<file path="config.mk">
export PLATFORM = sky130hd
export DESIGN_NAME = systolic_skew_feeder
export DESIGN_NICKNAME = d
export VERILOG_FILES = /design/src/rtl/systolic_skew_feeder.sv
export SDC_FILE = /design/constraint.sdc
export NUM_CORES = 1
export LEC_CHECK = 0
export CELL_PAD_IN_SITES_DETAIL_PLACEMENT = 0
export CELL_PAD_IN_SITES_GLOBAL_PLACEMENT = 1
export CORE_MARGIN = 1.5
export CORE_UTILIZATION = 35
export DETAILED_ROUTE_END_ITERATION = 8
export DONT_BUFFER_PORTS = 1
export MAX_ROUTING_LAYER = met4
export PLACE_DENSITY = 0.67
export SLEW_MARGIN = 20
export SYNTH_ARGS = -nofsm -noshare
export SYNTH_HDL_FRONTEND = slang
export SYNTH_SLANG_ARGS = --single-unit
</file>
<file path="constraint.sdc">
create_clock -name CLK -period 4.9 [get_ports CLK]
set_clock_uncertainty 0.1 [all_clocks]
set_input_delay 0.49 -clock CLK [delete_from_list [all_inputs] [get_ports CLK]]
set_output_delay 0.49 -clock CLK [all_outputs]
set_load 0.01 [all_outputs]
</file>
<file path="src/rtl/systolic_skew_feeder.sv">
// rtl/systolic_skew_feeder.sv - skewed A/B edge sequencer for an N x N output-stationary systolic array
module systolic_skew_feeder #(
    parameter int N      = 3,
    parameter int DW     = 32,
    parameter int PE_LAT = 1,
    localparam int AW    = $clog2(N)
) (
    input  logic            CLK,
    input  logic            RST,
    input  logic            EN,
    input  logic            wr_en,
    input  logic            wr_sel,
    input  logic [AW-1:0]   wr_row,
    input  logic [AW-1:0]   wr_col,
    input  logic [DW-1:0]   wr_data,
    input  logic            b_transpose,
    input  logic            start,
    output logic [N*DW-1:0] A_out,
    output logic [N*DW-1:0] B_out,
    output logic            ARRAY_EN,
    output logic            CLR,
    output logic            busy,
    output logic            done,
    output logic            err
);
    localparam int FEED_LEN = 3 * N - 2;
    localparam int KW       = $clog2(FEED_LEN);
    localparam int DCW      = (PE_LAT > 1) ? $clog2(PE_LAT) : 1;

    typedef enum logic [2:0] {S_IDLE, S_CLEAR, S_FEED, S_DRAIN, S_DONE} state_t;

    state_t             state;
    logic [KW-1:0]      k;
    logic [KW-1:0]      k_feed;
    logic [DCW-1:0]     dcnt;
    logic               bt_q;
    logic [DW-1:0]      a_buf [N][N];
    logic [DW-1:0]      b_buf [N][N];
    logic [N*DW-1:0]    feed_a;
    logic [N*DW-1:0]    feed_b;
    int                 kk;

    // Buffers carry no reset; they are only meaningful once written.
    always_ff @(posedge CLK) begin
        if (wr_en && state == S_IDLE && int'(wr_row) < N && int'(wr_col) < N) begin
            if (wr_sel)
                b_buf[wr_row][wr_col] <= wr_data;
            else
                a_buf[wr_row][wr_col] <= wr_data;
        end
    end

    // Edge vectors for the feed step about to be presented.
    assign k_feed = (state == S_CLEAR) ? '0 : k + KW'(1);

    always_comb begin
        feed_a = '0;
        feed_b = '0;
        kk     = int'(k_feed);
        for (int i = 0; i < N; i++) begin
            if (kk >= i && kk - i < N) begin
                feed_a[i*DW +: DW] = a_buf[i][AW'(kk - i)];
                feed_b[i*DW +: DW] = bt_q ? b_buf[i][AW'(kk - i)] : b_buf[AW'(kk - i)][i];
            end
        end
    end

    always_ff @(posedge CLK) begin
        if (RST) begin
            state    <= S_IDLE;
            k        <= '0;
            dcnt     <= '0;
            bt_q     <= 1'b0;
            A_out    <= '0;
            B_out    <= '0;
            ARRAY_EN <= 1'b0;
            CLR      <= 1'b0;
            busy     <= 1'b0;
            done     <= 1'b0;
            err      <= 1'b0;
        end else begin
            if (wr_en && state != S_IDLE)
                err <= 1'b1;
            else if (start && EN && state == S_IDLE)
                err <= 1'b0;

            if (!EN) begin
                ARRAY_EN <= 1'b0;
            end else begin
                case (state)
                    S_IDLE: begin
                        ARRAY_EN <= 1'b0;
                        CLR      <= 1'b0;
                        done     <= 1'b0;
                        if (start) begin
                            state    <= S_CLEAR;
                            bt_q     <= b_transpose;
                            busy     <= 1'b1;
                            CLR      <= 1'b1;
                            ARRAY_EN <= 1'b1;
                            A_out    <= '0;
                            B_out    <= '0;
                        end
                    end
                    S_CLEAR: begin
                        state    <= S_FEED;
                        k        <= '0;
                        CLR      <= 1'b0;
                        ARRAY_EN <= 1'b1;
                        A_out    <= feed_a;
                        B_out    <= feed_b;
                    end
                    S_FEED: begin
                        ARRAY_EN <= 1'b1;
                        if (k == KW'(FEED_LEN - 1)) begin
                            state <= S_DRAIN;
                            dcnt  <= '0;
                            A_out <= '0;
                            B_out <= '0;
                        end else begin
                            k     <= k + KW'(1);
                            A_out <= feed_a;
                            B_out <= feed_b;
                        end
                    end
                    S_DRAIN: begin
                        ARRAY_EN <= 1'b1;
                        if (dcnt == DCW'(PE_LAT - 1)) begin
                            state    <= S_DONE;
                            done     <= 1'b1;
                            busy     <= 1'b0;
                            ARRAY_EN <= 1'b0;
                        end else begin
                            dcnt <= dcnt + DCW'(1);
                        end
                    end
                    S_DONE: begin
                        state <= S_IDLE;
                        done  <= 1'b0;
                    end
                    default: state <= S_IDLE;
                endcase
            end
        end
    end
endmodule

</file>
# Word level (Yosys, flattened, before mapping)

Memory sizes are Yosys's and may differ from the RTL's.
Index checks and enable logic that the tools add are counted.

Bits in registers: 205
Bits in writable memories: 576
Word-level logic and storage cells: 134
Memories kept: 2

Add/subtract/negate cells: 4
Magnitude comparators: 12
Eq/ne operators: 9
Muxes and demuxes: 61
Bitwise logic cells: 5
Reductions and logical operators: 30

Memories:

| memory | depth | width | read ports | clocked after memory_dff | wr ports | line | text |
|---|---|---|---|---|---|---|---|
| a_buf  | 3     | 96    | 3          | 0                        | 1        | 37   | `logic [DW-1:0] a_buf [N][N];` |
| b_buf  | 3     | 96    | 6          | 0                        | 1        | 38   | `logic [DW-1:0] b_buf [N][N];` |

Operators with widths:

| operator            | number |
|---|---|
| $mux 32             | 22 |
| $pmux 96 s3         | 2 |
| $mux 96             | 5 |
| $bmux 32 s2         | 6 |
| $demux 32 s2        | 1 |
| $lt 32x3->1 const B | 2 |
| $mux 3              | 5 |
| $reduce_and 3->1    | 5 |
| $mux 1              | 13 |
| $pmux 3 s4          | 1 |
| $reduce_bool 2->1   | 6 |
| $ge 2x3->1 const B  | 3 |
| $logic_and 1x1->1   | 9 |
| $reduce_bool 3->1   | 3 |
| $ne 2x2->1 const B  | 4 |
| $pmux 1 s2          | 4 |
| $reduce_and 4->1    | 2 |
| $eq 3x2->1 const B  | 2 |
| $eq 3x3->1 const B  | 2 |
| $not 2->2           | 3 |
| $pmux 3 s2          | 1 |
| $reduce_or 2->1     | 3 |
| $lt 2x2->1 const B  | 2 |
| $sub 3x1->4 const B | 1 |
| 14 further kinds    | 14 |

# Logic depth before layout (Yosys ltp)

Depth after elaboration: 11
Depth in mapped cells: 18
Depth with buffers taken out: 10

# Worst setup path after synthesis

No wires, ideal clock.

Path type: reg2reg
Start: reg k[0]
End: reg B_out[92]
Arrival: 3.749 ns
Required time: 4.730 ns
Path slack: 0.980 ns
Stages on the path, launching flop included: 18
Cell sequence: dfxtp_1 > buf_2 > buf_2 > inv_1 > clkbuf_1 > clkbuf_1 > ha_1 > buf_2 > nor2_1 > inv_2 > clkbuf_1 > ha_1 > nand2_1 > nor4_1 > o211ai_4 > buf_6 > or4_1 > a21oi_1

Longest elaborated chain between the ends: 11

RTL lines:

| what                                                                 | line | text |
|---|---|---|
| start, declared                                                      | 33   | `logic [KW-1:0] k;` |
| start signal, assigned                                               | 121  | `k <= k + KW'(1);` |
| parallel branches: the longest is 10 deep, another holds $lt 32x3->1 | -    |  |
| $pmux 96 s3 *                                                        | 90   | `case (state)` |
| end signal, assigned                                                 | 75   | `B_out <= '0;` |
| end signal, assigned                                                 | 119  | `B_out <= '0;` |
| end signal, assigned                                                 | 123  | `B_out <= feed_b;` |
| end, declared                                                        | 19   | `output logic [N*DW-1:0] B_out,` |

Mark *: on every way between the ends. The select of a mux whose other input is x is not followed.
A chain may end at the register's enable or synchronous reset.

# Final worst setup path

Start: reg k[0]
End: reg A_out[24]

Longest elaborated chain between the ends: 9

RTL lines:

| what                                       | line | text |
|---|---|---|
| $add 3x1->3                                | 54   | `assign k_feed = (state == S_CLEAR) ? '0 : k + KW'(1);` |
| $mux 3                                     | 54   |  |
| $not 2->2 (implied by the code)            | 62   | `feed_a[i*DW +: DW] = a_buf[i][AW'(kk - i)];` |
| $bmux 32 s2                                | 62   |  |
| $mux 32 (implied by the code) (2 in a row) | 62   |  |
| $mux 32                                    | 61   | `if (kk >= i && kk - i < N) begin` |
| $mux 96                                    | 115  | `if (k == KW'(FEED_LEN - 1)) begin` |
| $pmux 96 s3 *                              | 90   |  |
| end signal, assigned                       | 101  | `A_out <= '0;` |
| end signal, assigned                       | 118  | `A_out <= '0;` |
| end signal, assigned                       | 122  | `A_out <= feed_a;` |
| end, declared                              | 18   | `output logic [N*DW-1:0] A_out,` |

Every way passes the cells marked *; elsewhere a longest branch is shown, timed or not. The select of a mux whose other input is x is not followed.

==> tab_implementation.tex <==
\begin{tabular}{lr}
\hline
Metric & Value \\
\hline
\multicolumn{2}{l}{\textbf{Detailed routing}} \\
Length of the first detailed-routing pass in iterations & 9 \\
Detailed-route DRC error count & 0 \\
Average wire per standard cell & 26.9 µm \\
Number of routed nets with antenna violations & 0 \\
Count of routing violations after the opening detailed-route iteration & 2,609 \\
Number of vias in the routed layout & 22,680 \\
Total wire length & 107,000 µm \\
Number of vias per cell & 5.70 \\
\multicolumn{2}{l}{\textbf{Clock network}} \\
Buffers inserted by post-CTS timing repair & 0 \\
Clock buffer count from CTS & 88 \\
Clock buffer depth & 3 \\
Post-CTS Resized & 0 \\
Sinks on Clock Net & 876 \\
Clock Pin Slew Worst Setup and Hold Paths & 0.07 ns \\
CTS Root Cell & clkbuf\_16 \\
Total of hold buffers inserted after clock tree synthesis & 41 \\
TritonCTS clock tree & yes \\
Clock latency at the later pin of the worst-skew pair & 0.67 ns \\
Number of H-tree branching levels & 3 \\
\multicolumn{2}{l}{\textbf{Critical path}} \\
Required @ worst endpoint & 5.38 ns \\
Worst r2r dst & A\_out[24] \\
Flop2flop setup slack & 0.64 ns \\
Nature of the critical path endpoint & flip-flop \\
Signal arrival time at the worst endpoint & 4.74 ns \\
Startpoint type of the worst setup path & flip-flop \\
Critical path class & flip-flop to flip-flop \\
Worst reg2reg path depth & 9 \\
Critical-path maximum fanout & 67 \\
Worst reg2reg path startpoint & k[0] \\
\multicolumn{2}{l}{\textbf{Min path}} \\
Worst hold stages & 1 \\
Hold Path End & a\_buf[1][27] \\
Origin of the worst min-delay path & wr\_data[27] \\
Hold/Removal Path Class & input pin to flip-flop \\
\multicolumn{2}{l}{\textbf{Floorplan}} \\
Height of the chip & 319 µm \\
Cell Rows & 115 \\
Die boundary width & 319 µm \\
Io pins & 240 \\
Starting utilization of the core area & 35.5\% \\
Total Die Area & 102,000 µm² \\
Floorplan Core Area & 98,700 µm² \\
\multicolumn{2}{l}{\textbf{Timing}} \\
Worst Max-Slew Pin Slew & 1.21 ns \\
Unrepaired setup endpoints after global routing & false \\
Endpoints failing setup & 0 \\
Count of endpoints failing hold in the final timing report & 0 \\
Part of the cycle the worst path needs & 87.0\% \\
Final total negative setup slack & 0 ns \\
Max Clock Freq & 0.235 GHz \\
Final Slew Violations & 0 \\
Final critical delay including setup and external delays & 4.26 ns \\
Rel. slew slack & 19.1\% \\
\multicolumn{2}{l}{\textbf{GRT}} \\
Combined global-route utilization of all metal layers & 21.0\% \\
GRT Max-Usage Layer & met2 \\
GR met2 Demand/Resource & 35.0\% \\
Vias in the first global route & 22,025 \\
Total grt overflow & 0 \\
Global-route track usage on met3 & 4.89\% \\
Global-route wire length before repair & 155,000 µm \\
Pin count of the biggest net entering global routing & 223 \\
Met1 global-route usage & 25.1\% \\
Antenna violations before repair & 5 \\
\multicolumn{2}{l}{\textbf{Synthesis}} \\
Total number of yosys warnings & 0 \\
Top cells by area, synth & edfxtp\_1, dfxtp\_1, mux2i\_1 \\
Register bit count reported by yosys & 876 \\
Fraction of registers with async set or reset after synthesis & 0\% \\
Most numerous cell in the Yosys netlist & edfxtp\_1 \\
Area fraction of the dominant cell type after synthesis & 57.6\% \\
Synthesized netlist cell count & 2,565 \\
Library cells used by synthesis & 56 \\
Number of enable-type register cells in the synthesized netlist & 672 \\
Mean instance size in the synthesized netlist & 13.7 µm² \\
Leading area contributor after synthesis & edfxtp\_1 \\
Most used standard cells in the synthesized netlist & edfxtp\_1, nand2\_1, dfxtp\_1 \\
Most used DFF post-synth & edfxtp\_1 \\
Post-synthesis cell area & 35,000 µm² \\
Share of synthesized area occupied by flip-flops and latches & 69.3\% \\
\multicolumn{2}{l}{\textbf{Place}} \\
Routability-driven placement congestion ratio & 0.803 \\
DP HPWL & 63,200 µm \\
Placed cells & 3,767 \\
I/O Buffers & 0 \\
\multicolumn{2}{l}{\textbf{Layout}} \\
Post-layout nets & 2,665 \\
Util after Layout & 40.8\% \\
Finished Layout Cells & 3,980 \\
Fraction of final layout cells with drive strength greater than 1 & 10.5\% \\
Synthesis-to-finish area growth & 14.9\% \\
\multicolumn{2}{l}{\textbf{Job}} \\
Maxcap violations & 0 \\
\multicolumn{2}{l}{\textbf{Power}} \\
Total leakage power & 13.0 nW \\
P per Cell Area & 391 nW/µm² \\
Worst IR drop on VDD & 235 µV \\
\multicolumn{2}{l}{\textbf{Run status}} \\
Status & finished clean \\
\hline
\end{tabular}
[routing by layer]
layer,up-vias,wire length [µm]
met4,0,3040
li1,10120,-
met1,11490,42000
met2,914,53200
met5,-,0
met3,156,8700
[kinds of logic (layout without fill, tap and decap cells)]
family | Yosys count | after routing | share of synthesized area, %
xor gates and xnor gates | 1 | 1 | 0.0250
muxes | 167 | 167 | 4.96
adders and majority gates | 6 | 6 | 0.214
and+or+nand+nor | 588 | 588 | 7.65
DFF | 876 | 876 | 69.3
buffers and inverters | 234 | 264 | 2.66
other | 1 | 99 | 0.0107
AOI/OAI and AO/OA | 692 | 692 | 15.2
[worst max-delay path by stage]
stage                     start        end  slack, ns  depth (start not counted)
after detailed placement   k[0]   A_out[3]       0.69                          9
after global placement     k[0]  A_out[29]       0.80                          9
after floorplan            k[0]  B_out[92]       0.98                         17
final                      k[0]  A_out[24]       0.64                          9
after global routing       k[0]  A_out[18]       0.37                          9
after CTS                  k[0]   A_out[3]       0.64                          9
[final cells by class]
class,count,area (µm²)
inverters,15,61.3
clock buffers,127,2490
multi-input cells,1550,10400
fillers,9023,58500
well taps,1287,1610
diodes,3,7.51
flip-flops and latches,876,24300
repair buffers,85,1010
clock inverters,37,375
[through the flow]
stage                     area [µm²]  hold slack [ns]  power, W  worst slack [ns]
after floorplan                35400            0.376   0.00876             0.980
after global placement         36600            0.418   0.00894             0.805
after detailed placement       36700            0.413   0.00896             0.693
after CTS                      40100          0.00234    0.0159             0.639
after global routing           40200           0.0237    0.0162             0.370
final                          40300           0.0376    0.0157             0.637
[placed cells by master, fill, tap and decap left out, types with 89 or more instances in the layout]
| cell | n |
|---|---|
| mux2i_1 | 114 |
| clkbuf_16 | 89 |
| nor2_1 | 110 |
| conb_1 | 96 |
| edfxtp_1 | 672 |
| dfxtp_1 | 202 |
| nand2_1 | 254 |
| a222oi_1 | 96 |
| o21ai_0 | 139 |
| nand2b_1 | 105 |
[where the power goes]
group | total [W] | switching, W | internal [W] | leakage [nW]
registers | 0.00818 | 0.0000735 | 0.00811 | 7.77
logic | 0.000800 | 0.000567 | 0.000233 | 3.86
clock network | 0.00676 | 0.00285 | 0.00391 | 1.42
[state kept, by name, summed over array words and instances, names as in the netlist, 3 cells and up]
signal  flops
b_buf     384
a_buf     288
A_out      96
B_out      96
k           3
state       3
[worst max-delay path, cell delays in order (launching register included)]
cell       delay (ns)
dfxtp_4          0.70
inv_1            0.19
ha_4             0.33
buf_4            0.62
nand2b_1         0.26
nor2_4           0.83
buf_4            0.55
a222oi_1         0.18
a2bb2oi_1        0.21
nor2_1           0.13
Note: power is estimated with default switching activity, not from simulation.
